--- src/rtl/au_accum_sequencer_if.sv ---
// Command, AU and result signal bundle for au_accum_sequencer.
// The slave modport is the sequencer; the master modport is the command/AU/consumer side.
interface au_accum_sequencer_if;
  logic       cmd_valid;
  logic       cmd_ready;
  logic [1:0] cmd_op;
  logic [7:0] cmd_data;
  logic [7:0] au_a;
  logic [7:0] au_b;
  logic       au_sub;
  logic [7:0] au_s;
  logic       au_cout;
  logic       au_ovr;
  logic       res_valid;
  logic       res_ready;
  logic [7:0] res_data;
  logic       res_cout;
  logic       res_ovr;
  logic       res_zero;
  logic       res_neg;
  logic       ovr_sticky;

  modport slave (
    input  cmd_valid, cmd_op, cmd_data, au_s, au_cout, au_ovr, res_ready,
    output cmd_ready, au_a, au_b, au_sub, res_valid, res_data, res_cout, res_ovr,
           res_zero, res_neg, ovr_sticky
  );

  modport master (
    output cmd_valid, cmd_op, cmd_data, au_s, au_cout, au_ovr, res_ready,
    input  cmd_ready, au_a, au_b, au_sub, res_valid, res_data, res_cout, res_ovr,
           res_zero, res_neg, ovr_sticky
  );
endinterface

--- src/rtl/au_accum_sequencer.sv ---
// Accumulator sequencer around an external 8-bit add/sub unit: IDLE -> EXEC -> RESP,
// one command per three cycles, result held under backpressure.
module au_accum_sequencer #(
  parameter logic [7:0] ACC_INIT = 8'h00,
  parameter bit         SAT_EN   = 1'b0
) (
  input logic                 clk,
  input logic                 rst,
  au_accum_sequencer_if.slave bus
);

  typedef enum logic [1:0] {StIdle, StExec, StResp} state_e;
  typedef enum logic [1:0] {OpLoad = 2'b00, OpAdd = 2'b01, OpSub = 2'b10, OpClr = 2'b11} op_e;

  state_e     r_state, w_state_d;
  logic [1:0] r_op, w_op_d;
  logic [7:0] r_opnd, w_opnd_d;
  logic [7:0] r_acc, w_acc_d;
  logic       r_res_cout, w_res_cout_d;
  logic       r_res_ovr, w_res_ovr_d;
  logic       r_ovr_sticky, w_ovr_sticky_d;
  logic       w_sub;

  always_ff @(posedge clk or posedge rst) begin
    if (rst) begin
      r_state      <= StIdle;
      r_op         <= 2'b00;
      r_opnd       <= 8'h00;
      r_acc        <= ACC_INIT;
      r_res_cout   <= 1'b0;
      r_res_ovr    <= 1'b0;
      r_ovr_sticky <= 1'b0;
    end else begin
      r_state      <= w_state_d;
      r_op         <= w_op_d;
      r_opnd       <= w_opnd_d;
      r_acc        <= w_acc_d;
      r_res_cout   <= w_res_cout_d;
      r_res_ovr    <= w_res_ovr_d;
      r_ovr_sticky <= w_ovr_sticky_d;
    end
  end

  always_comb begin
    w_state_d      = r_state;
    w_op_d         = r_op;
    w_opnd_d       = r_opnd;
    w_acc_d        = r_acc;
    w_res_cout_d   = r_res_cout;
    w_res_ovr_d    = r_res_ovr;
    w_ovr_sticky_d = r_ovr_sticky;
    w_sub          = 1'b0;
    unique case (r_state)
      StIdle: begin
        if (bus.cmd_valid) begin
          w_state_d = StExec;
          w_op_d    = bus.cmd_op;
          w_opnd_d  = bus.cmd_data;
        end
      end
      StExec: begin
        w_sub     = (r_op == OpSub);
        w_state_d = StResp;
        unique case (r_op)
          OpLoad: begin
            w_acc_d      = r_opnd;
            w_res_cout_d = 1'b0;
            w_res_ovr_d  = 1'b0;
          end
          OpClr: begin
            w_acc_d        = ACC_INIT;
            w_res_cout_d   = 1'b0;
            w_res_ovr_d    = 1'b0;
            w_ovr_sticky_d = 1'b0;
          end
          OpAdd, OpSub: begin
            // Saturate toward the sign of A: overflow can only go past the rail A was near.
            if (SAT_EN && bus.au_ovr) w_acc_d = r_acc[7] ? 8'h80 : 8'h7F;
            else                      w_acc_d = bus.au_s;
            w_res_cout_d   = bus.au_cout;
            w_res_ovr_d    = bus.au_ovr;
            w_ovr_sticky_d = r_ovr_sticky | bus.au_ovr;
          end
          default: ;
        endcase
      end
      StResp: begin
        if (bus.res_ready) w_state_d = StIdle;
      end
      default: w_state_d = StIdle;
    endcase
  end

  assign bus.cmd_ready  = (r_state == StIdle);
  assign bus.res_valid  = (r_state == StResp);
  assign bus.au_a       = r_acc;
  assign bus.au_b       = r_opnd;
  assign bus.au_sub     = w_sub;
  assign bus.res_data   = r_acc;
  assign bus.res_cout   = r_res_cout;
  assign bus.res_ovr    = r_res_ovr;
  assign bus.res_zero   = (r_acc == 8'h00);
  assign bus.res_neg    = r_acc[7];
  assign bus.ovr_sticky = r_ovr_sticky;

endmodule

--- src/flat_wrapper.sv ---
// flat-port wrapper written by rule: the top's interface ports become plain ports
module au_accum_sequencer_flat 
#(
  parameter logic [7:0] ACC_INIT = 8'h00,
  parameter bit         SAT_EN   = 1'b0
)
  (clk, rst, bus_cmd_valid, bus_cmd_op, bus_cmd_data, bus_au_s, bus_au_cout, bus_au_ovr, bus_res_ready, bus_cmd_ready, bus_au_a, bus_au_b, bus_au_sub, bus_res_valid, bus_res_data, bus_res_cout, bus_res_ovr, bus_res_zero, bus_res_neg, bus_ovr_sticky);
  au_accum_sequencer_if bus_i ();
  input logic clk;
  input logic rst;
  input wire logic [$bits(bus_i.cmd_valid)-1:0] bus_cmd_valid;
  input wire logic [$bits(bus_i.cmd_op)-1:0] bus_cmd_op;
  input wire logic [$bits(bus_i.cmd_data)-1:0] bus_cmd_data;
  input wire logic [$bits(bus_i.au_s)-1:0] bus_au_s;
  input wire logic [$bits(bus_i.au_cout)-1:0] bus_au_cout;
  input wire logic [$bits(bus_i.au_ovr)-1:0] bus_au_ovr;
  input wire logic [$bits(bus_i.res_ready)-1:0] bus_res_ready;
  output wire logic [$bits(bus_i.cmd_ready)-1:0] bus_cmd_ready;
  output wire logic [$bits(bus_i.au_a)-1:0] bus_au_a;
  output wire logic [$bits(bus_i.au_b)-1:0] bus_au_b;
  output wire logic [$bits(bus_i.au_sub)-1:0] bus_au_sub;
  output wire logic [$bits(bus_i.res_valid)-1:0] bus_res_valid;
  output wire logic [$bits(bus_i.res_data)-1:0] bus_res_data;
  output wire logic [$bits(bus_i.res_cout)-1:0] bus_res_cout;
  output wire logic [$bits(bus_i.res_ovr)-1:0] bus_res_ovr;
  output wire logic [$bits(bus_i.res_zero)-1:0] bus_res_zero;
  output wire logic [$bits(bus_i.res_neg)-1:0] bus_res_neg;
  output wire logic [$bits(bus_i.ovr_sticky)-1:0] bus_ovr_sticky;
  assign bus_i.cmd_valid = bus_cmd_valid;
  assign bus_i.cmd_op = bus_cmd_op;
  assign bus_i.cmd_data = bus_cmd_data;
  assign bus_i.au_s = bus_au_s;
  assign bus_i.au_cout = bus_au_cout;
  assign bus_i.au_ovr = bus_au_ovr;
  assign bus_i.res_ready = bus_res_ready;
  assign bus_cmd_ready = bus_i.cmd_ready;
  assign bus_au_a = bus_i.au_a;
  assign bus_au_b = bus_i.au_b;
  assign bus_au_sub = bus_i.au_sub;
  assign bus_res_valid = bus_i.res_valid;
  assign bus_res_data = bus_i.res_data;
  assign bus_res_cout = bus_i.res_cout;
  assign bus_res_ovr = bus_i.res_ovr;
  assign bus_res_zero = bus_i.res_zero;
  assign bus_res_neg = bus_i.res_neg;
  assign bus_ovr_sticky = bus_i.ovr_sticky;
  au_accum_sequencer #(.ACC_INIT(ACC_INIT), .SAT_EN(SAT_EN)) u_core (.clk(clk), .rst(rst), .bus(bus_i));
endmodule
--- config.mk ---
export PLATFORM = sky130hd
export DESIGN_NAME = au_accum_sequencer_flat
export DESIGN_NICKNAME = d
export VERILOG_FILES = /design/src/rtl/au_accum_sequencer_if.sv /design/src/rtl/au_accum_sequencer.sv /design/src/flat_wrapper.sv
export SDC_FILE = /design/constraint.sdc
export NUM_CORES = 1
export LEC_CHECK = 0
export CAP_MARGIN = 20
export CORE_ASPECT_RATIO = 1.1
export CORE_UTILIZATION = 43
export DETAILED_ROUTE_END_ITERATION = 6
export PLACE_DENSITY = 0.9
export RECOVER_POWER = 50
export SYNTH_ARGS = -nofsm -noshare
export SYNTH_HDL_FRONTEND = slang
export SYNTH_SLANG_ARGS = --single-unit
--- constraint.sdc ---
create_clock -name clk -period 2.9 [get_ports clk]
set_input_delay 0.58 -clock clk [delete_from_list [all_inputs] [get_ports clk]]
set_output_delay 0.58 -clock clk [all_outputs]
set_load 0.05 [all_outputs]
# Word-level counts from Yosys, hierarchy flattened
# Cells that the tools add are included.
# W data, S select, Z words.
# word_totals
inputBits,24
reg_bits,23
elab_cells,32
out_inout_bits,32
# op_classes
n_mux,8
reduce_logical,9
eq_ne,7
bitwise_logic,1
# op_table
op,n
$pmux W8 S3,1
$logic_not A8 Y1,1
$eq A2 B2 Y1 const B,3
$pmux W1 S2,3
$pmux W2 S3,1
$reduce_and A2 Y1,3
$eq A2 B1 Y1 const B,2
$logic_not A2 Y1,2
$mux W2,2
$ne A2 B2 Y1 const B,2
$reduce_or A2 Y1,2
$reduce_bool A2 Y1,1
$mux W1,1
$or A1 B1 Y1,1

# Longest topological paths before layout
# Gate-level depths: netlist of run 1.
# depth
depth_word,4
depth_mapped,5
ltp_nobuf,4

# Worst setup path after synthesis of run 1
# No wires, ideal clock.
# synth_timing
path_type,flip-flop to output port
startpoint,register u_core.r_acc[2] (netlist: u_core.bus.au_a[2])
endpoint,output bus_res_zero
n_path_buf,0
t_required_ns,2.320
stages_incl_launch_ff,3
t_arrival_ns,1.805
setup_slack_ns,0.515
cell_sequence,dfrtp_1 -> or4_1 -> nor2_1
# synth_via
elab_chain_cells,1
# synth_lines
element,line,rtl
from (decl),au_accum_sequencer.sv:18,"logic [7:0] r_acc, w_acc_d;"
from (signal assigned),au_accum_sequencer.sv:37,r_acc <= w_acc_d;
$logic_not A8 Y1,au_accum_sequencer.sv:102,assign bus.res_zero = (r_acc == 8'h00);
to (decl),flat_wrapper.sv:26,output wire logic [$bits(bus_i.res_zero)-1:0] bus_res_zero;
# Every way passes these cells.

# Worst setup path after layout of run 1
# Ends and elaborated chain as after synthesis.

==> results of run 1 <==
[metrics by stage]
stage	setup slack [ps]	util	cells
global route	70.4	0.641	179
detailed placement	481	0.644	175
global placement	511	0.644	175
CTS	127	0.655	179
floorplan	515	-	103
finish	148	0.641	179
[state kept, by name, indices dropped and copies added, names as in the netlist]
signal and count:
u_core.r_state 2, u_core.bus.ovr_sticky 1, u_core.bus.res_cout 1, u_core.r_op 2, u_core.bus.au_b 8, u_core.bus.res_ovr 1
u_core.bus.au_a 8
[layout make-up]
class | instances | area share
inverter | 4 | 0.00930
clock buffer | 4 | 0.0163
timing repair buffer | 55 | 0.340
multi-input combinational | 62 | 0.254
tap | 31 | 0.0240
sequential | 23 | 0.357
[worst reg2reg max path: stages (launching register included)]
cell and delay, ps:
dfrtp_1 420, nor2_1 140, and2_0 590, mux2_2 410
[per-layer routing]
metal | vias up | wire length (um) | track usage
met4 | 0 | 13 | 0.0476
met3 | 2 | 147 | 0.0301
met1 | 446 | 1090 | 0.257
met5 | - | 0 | 0
li1 | 431 | - | -
met2 | 38 | 1300 | 0.310
[cell families after synthesis]
logic type | count (synthesis) | synth area share
mux | 10 | 0.128
buf+inv | 18 | 0.106
fa+ha+maj | 2 | 0.0219
flops | 23 | 0.503
compound gates | 18 | 0.0831
simple gates | 32 | 0.158
[synthesized netlist by cell type, types with 2 or more instances]
cell type | number | area share
dfrtp_1 | 23 | 0.50
a21oi_1 | 16 | 0.070
nor2_1 | 10 | 0.033
buf_4 | 9 | 0.059
mux2_4 | 9 | 0.12
nand3b_1 | 8 | 0.053
inv_1 | 4 | 0.013
nand2_1 | 4 | 0.013
buf_2 | 3 | 0.013
ha_1 | 2 | 0.022
nand3_1 | 2 | 0.0088
or4_1 | 2 | 0.013
[path summary, 6_finish.rpt]
kind,endpoint,startpoint,slack [ps]
min reg2reg,u_core.bus.res_ovr,u_core.bus.res_ovr,490
max,bus_res_zero,u_core.bus.au_a[2],150
max in group asynchronous,u_core.bus.au_b[0],rst,1490
min in group asynchronous,u_core.bus.au_b[3],rst,890
min,u_core.bus.res_ovr,u_core.bus.res_ovr,490
max reg2reg,u_core.bus.au_b[7],u_core.r_state[0],1230
==> qor.csv, run 1 <==
metric,value,unit
die-area,2870,sq um
path_depth,3,
hold_violations,0,
track_usage,0.189,
dieWidth,51.2,um
setup_viol,0,
drive_gt1_frac,0.0405,
fin_crit_sh,0.949,
core.rowCount,19,
ys.flop_type,dfrtp_1,
grt_pass1_wl,4050,um
avgSynthCellArea,11.1,sq um
crit_buf_inv,1,
arrival,2170,ps
outcome,"finished, final reports clean",
ctsResizeCount,0,
clk_latency,300,ps
cp_slowest_cell,clkdlybuf4s50_1,
reg2reg_depth,3,
yosysSeqAreaShare,0.503,
clkTransAtPathRegs,120,ps
wl_per_cell,14.3,um
place_hpwl,1960,um
routed_wl,2560,um
final_common_cell,clkdlybuf4s50_1,
area_growth,41.1,%
portBuffers,55,
yosys_register_bits,23,
drc,0,
fmax,0.363,GHz
layout_min_cycle_time,2750,ps
synth.distinct_cells,23,
place_area,1620,sq um
rsz0062_at_grt,false,
grt_antenna_before_repair,0,
ant_nets,0,
holdCritPathClass,flop to flop,
layout.nets,175,
grt_max_degree,24,
postSynthCellCount,103,
worstMarginPinSlew,859,ps
syn_area,1140,sq um
cts_tree,built,
skew,1.81,ps
ctsHoldBuffers,0,
crit_fanout,4,
crit_required,2320,ps
ys_async_sr_fraction,1.00,
num_antenna_cells,0,
cp-end-kind,output port,
multi_input_comb_area,410,sq um
fp.coreArea,2520,sq um
root_buffer,clkbuf_4,
start_kind,flop,
synth_enable_flop_cells,0,
n_fill_cell,212,
globalplace.congestion,0.757,
cts_buffers,3,
grt_pass1_vias,870,
worst-setup-path-type,flop to output port,
syn_nets,129,
critPathTopFamily,buffers and inverters,
ios,56,
cap_violations,0,
cts_sinks,23,
die_h,56.1,um
slew_violations,0,
stdcell_area,1610,sq um
avgViaCountPerCell,5.12,
clock_path_buffers,2,
overflow,0,
fin_hold_ws,487,ps
final_cell_mix,"clkdlybuf4s50_1, dfrtp_1, a21oi_1",
htree_levels,1,
vias,917,
slowest_delay,800,ps
regArea,576,sq um
ys_warn_count,0,
drt-initial-drc-count,15,
min_path_cells,2,
fin_setup_tns,0,ps
dr.pass1.iters,4,
crit_path_cell_trace,or4_1 -> nor2_1 -> clkdlybuf4s50_1,
start_util,0.454,
cts_setup_buffers,0,
max-slew-margin-rel,0.427,
Power of run 1 is not shown: default switching activity piles up to over one toggle a cycle in this logic, so the estimate is an artifact.
==> run 2, diff against run 1 <==
ABC_AREA = 1   (was default)
CORE_MARGIN = 1   (was default)
PLACE_DENSITY = 0.89   (was 0.9)
==> run 2 against run 1 <==
Against the previous run: first-iteration DRC count increased by 110%; cell count is 34% higher; sequential cell count did not move; wire length rose by 3.4%; count of clock-buffer cells in the layout fell by 1; worst setup slack gained 66 ps; highest routed layer unchanged; global-route usage up 1.9 points; critical endpoint is now bus_au_sub; die area increased by 3.6%.
==> qor.csv, run 2 <==
metric,value,unit,change
netlist_top_cells_area,"dfrtp_1, nand2_1, nand3_1",,
clock_path_buffers,2,,unchanged
slowest_delay,820,ps,+20 ps
yosys_register_bits,23,,unchanged
slew_violations,0,,unchanged
syn_nets,189,,+47%
root_buffer,clkbuf_4,,
drc,0,,unchanged
vias,1146,,+25%
finish.utilization,0.670,,+0.0296
start_kind,flop,,
dr.pass1.iters,4,,unchanged
clk_latency,310,ps,about the same
arrival,2110,ps,-60 ps
outcome,"finished, final reports clean",,
cap_violations,0,,unchanged
fp.coreArea,2570,sq um,+1.9%
yosys-top-cells-count,"nand2_1, dfrtp_1, nand3_1, inv_1, nor2_1",,
area_growth,45.0,%,
ys.flop_type,dfrtp_1,,
globalplace.congestion,0.786,,+3.7%
grt_max_degree,24,,unchanged
crit_required,2320,ps,about the same
setup_viol,0,,unchanged
crit_fanout,15,,+11
synth_top_area_cell,dfrtp_1,,
reg2reg_depth,5,,+2
ctsHoldBuffers,0,,unchanged
r2r_setup_slack,1290,ps,+60 ps
cp_slowest_cell,clkdlybuf4s50_1,,
die-area,2970,sq um,+3.6%
grt_pass1_wl,4620,um,+14%
ios,56,,unchanged
clkTransAtPathRegs,130,ps,about the same
start_util,0.462,,+0.00817
holdCritPathClass,flop to flop,,
synth_top_area_frac,0.485,,-0.0181
cts_buffers,3,,unchanged
ys_warn_count,0,,unchanged
num_antenna_cells,0,,unchanged
grt_antenna_before_repair,0,,unchanged
ys_async_sr_fraction,1.00,,unchanged
cts_setup_buffers,0,,unchanged
place_hpwl,2120,um,+8.0%
drive_gt1_frac,0.0239,,-0.0166
final_common_cell,nand2_1,,
layout.nets,236,,+35%
cts_tree,built,,
routed_wl,2640,um,+3.4%
ant_nets,0,,unchanged
synth_enable_flop_cells,0,,unchanged
path_depth,4,,+1
cts_sinks,23,,unchanged
layout_min_cycle_time,2690,ps,-66.0 ps
postSynthCellCount,163,,+58%
rsz0062_at_grt,false,,
syn_area,1190,sq um,+3.7%
r2r_end,u_core.bus.au_b[3],,
die_h,57.1,um,+1.8%
skew,5.15,ps,+3.33 ps
crit_path_cell_trace,inv_1 -> nand2_1 -> nor2_1 -> clkdlybuf4s50_1,,
portBuffers,55,,unchanged
htree_levels,1,,unchanged
hold_violations,0,,unchanged
fin_setup_tns,0,ps,unchanged
fmax,0.372,GHz,+2.5%
avgSynthCellArea,7.28,sq um,-34%
grt_pass1_vias,1101,,+27%
crit_path_start,u_core.r_state[1],,
worst-setup-path-type,flop to output port,,
endpoint,bus_au_sub,,
overflow,0,,unchanged
avgViaCountPerCell,4.78,,-6.8%
r2r-start,u_core.r_state[0],,
max-slew-margin-rel,0.432,,+0.00542
yosysMostFrequentCell,nand2_1,,
critPathTopFamily,buffers and inverters,,
drt-initial-drc-count,31,,+16
synth.distinct_cells,11,,-52%
ctsResizeCount,0,,unchanged
fin_crit_sh,0.926,,-0.0228
yosysSeqAreaShare,0.485,,-0.0181
wl_per_cell,11.0,um,-23%
track_usage,0.208,,+0.0193
worstMarginPinSlew,850,ps,-8.12 ps
cp-end-kind,output port,,
final_cell_mix,"nand2_1, clkdlybuf4s50_1, dfrtp_1",,
crit_buf_inv,2,,+1
core.rowCount,19,,unchanged
dieWidth,52.1,um,+1.8%
## run 2: cell types whose count changed in the layout (fill, tap and decap cells not counted), moves of 8 or more
cell	change
a21oi_1	-16
inv_1	+13
mux2_1	-8
nand2_1	+68
nand3_1	+17
nand3b_1	-8
## run 2: worst reg2reg max path, stage by stage, from the launching register on
cell and delay, ps:
dfrtp_1 420, nor2_1 200, clkbuf_1 370, nand2_1 320, nand2_1 140, nand2_1 60
## run 2: final cells by class
| cell class | count | area (sq um) |
|---|---|---|
| timing repair buffer | 57 | 562 |
| fill | 219 | 847 |
| clock inverter | 1 | 7.51 |
| tap | 31 | 38.8 |
| inverter | 18 | 67.6 |
| sequential | 23 | 576 |
| multi-input combinational | 107 | 447 |
| clock buffer | 3 | 22.5 |
## run 2: metal layers
| layer | track usage | vias to the layer above | wire [um] |
|---|---|---|---|
| li1 | - | 575 | - |
| met1 | 0.235 | 517 | 1120 |
| met2 | 0.372 | 48 | 1330 |
| met3 | 0.0213 | 6 | 131 |
| met4 | 0.116 | 0 | 57 |
| met5 | 0 | - | 0 |
## run 2: cells by family after synthesis
group                    count (synthesis)  synth area share
AND/OR/NAND/NOR                        102             0.343
flip-flops                              23             0.485
buffers and inverters                   33             0.138
adder cells (fa/ha/maj)                  2            0.0211
AO/OA/AOI/OAI                            3            0.0127
## run 2: how the worst min path moves through the flow
| stage | from | endpoint | depth (start not counted) |
|---|---|---|---|
| floorplan | u_core.r_op[0] | u_core.r_op[0] | 2 |
| global placement | u_core.r_op[0] | u_core.r_op[0] | 2 |
| detailed placement | u_core.r_op[0] | u_core.r_op[0] | 2 |
| CTS | u_core.r_op[0] | u_core.r_op[0] | 2 |
| global route | u_core.r_op[0] | u_core.r_op[0] | 2 |
| finish | u_core.bus.res_ovr | u_core.bus.res_ovr | 2 |
## run 2: metrics by stage
| stage | cells | area, sq um | hold WS (ps) | setup WS (ps) |
|---|---|---|---|---|
| detailed placement | 236 | 1690 | 475 | 577 |
| CTS | 240 | 1720 | 506 | 205 |
| global placement | 236 | 1690 | 455 | 621 |
| finish | 240 | 1720 | 501 | 215 |
| global route | 240 | 1720 | 541 | 76.7 |
| floorplan | 163 | 1190 | 442 | 875 |
Power of run 2 is left out for the same reason.
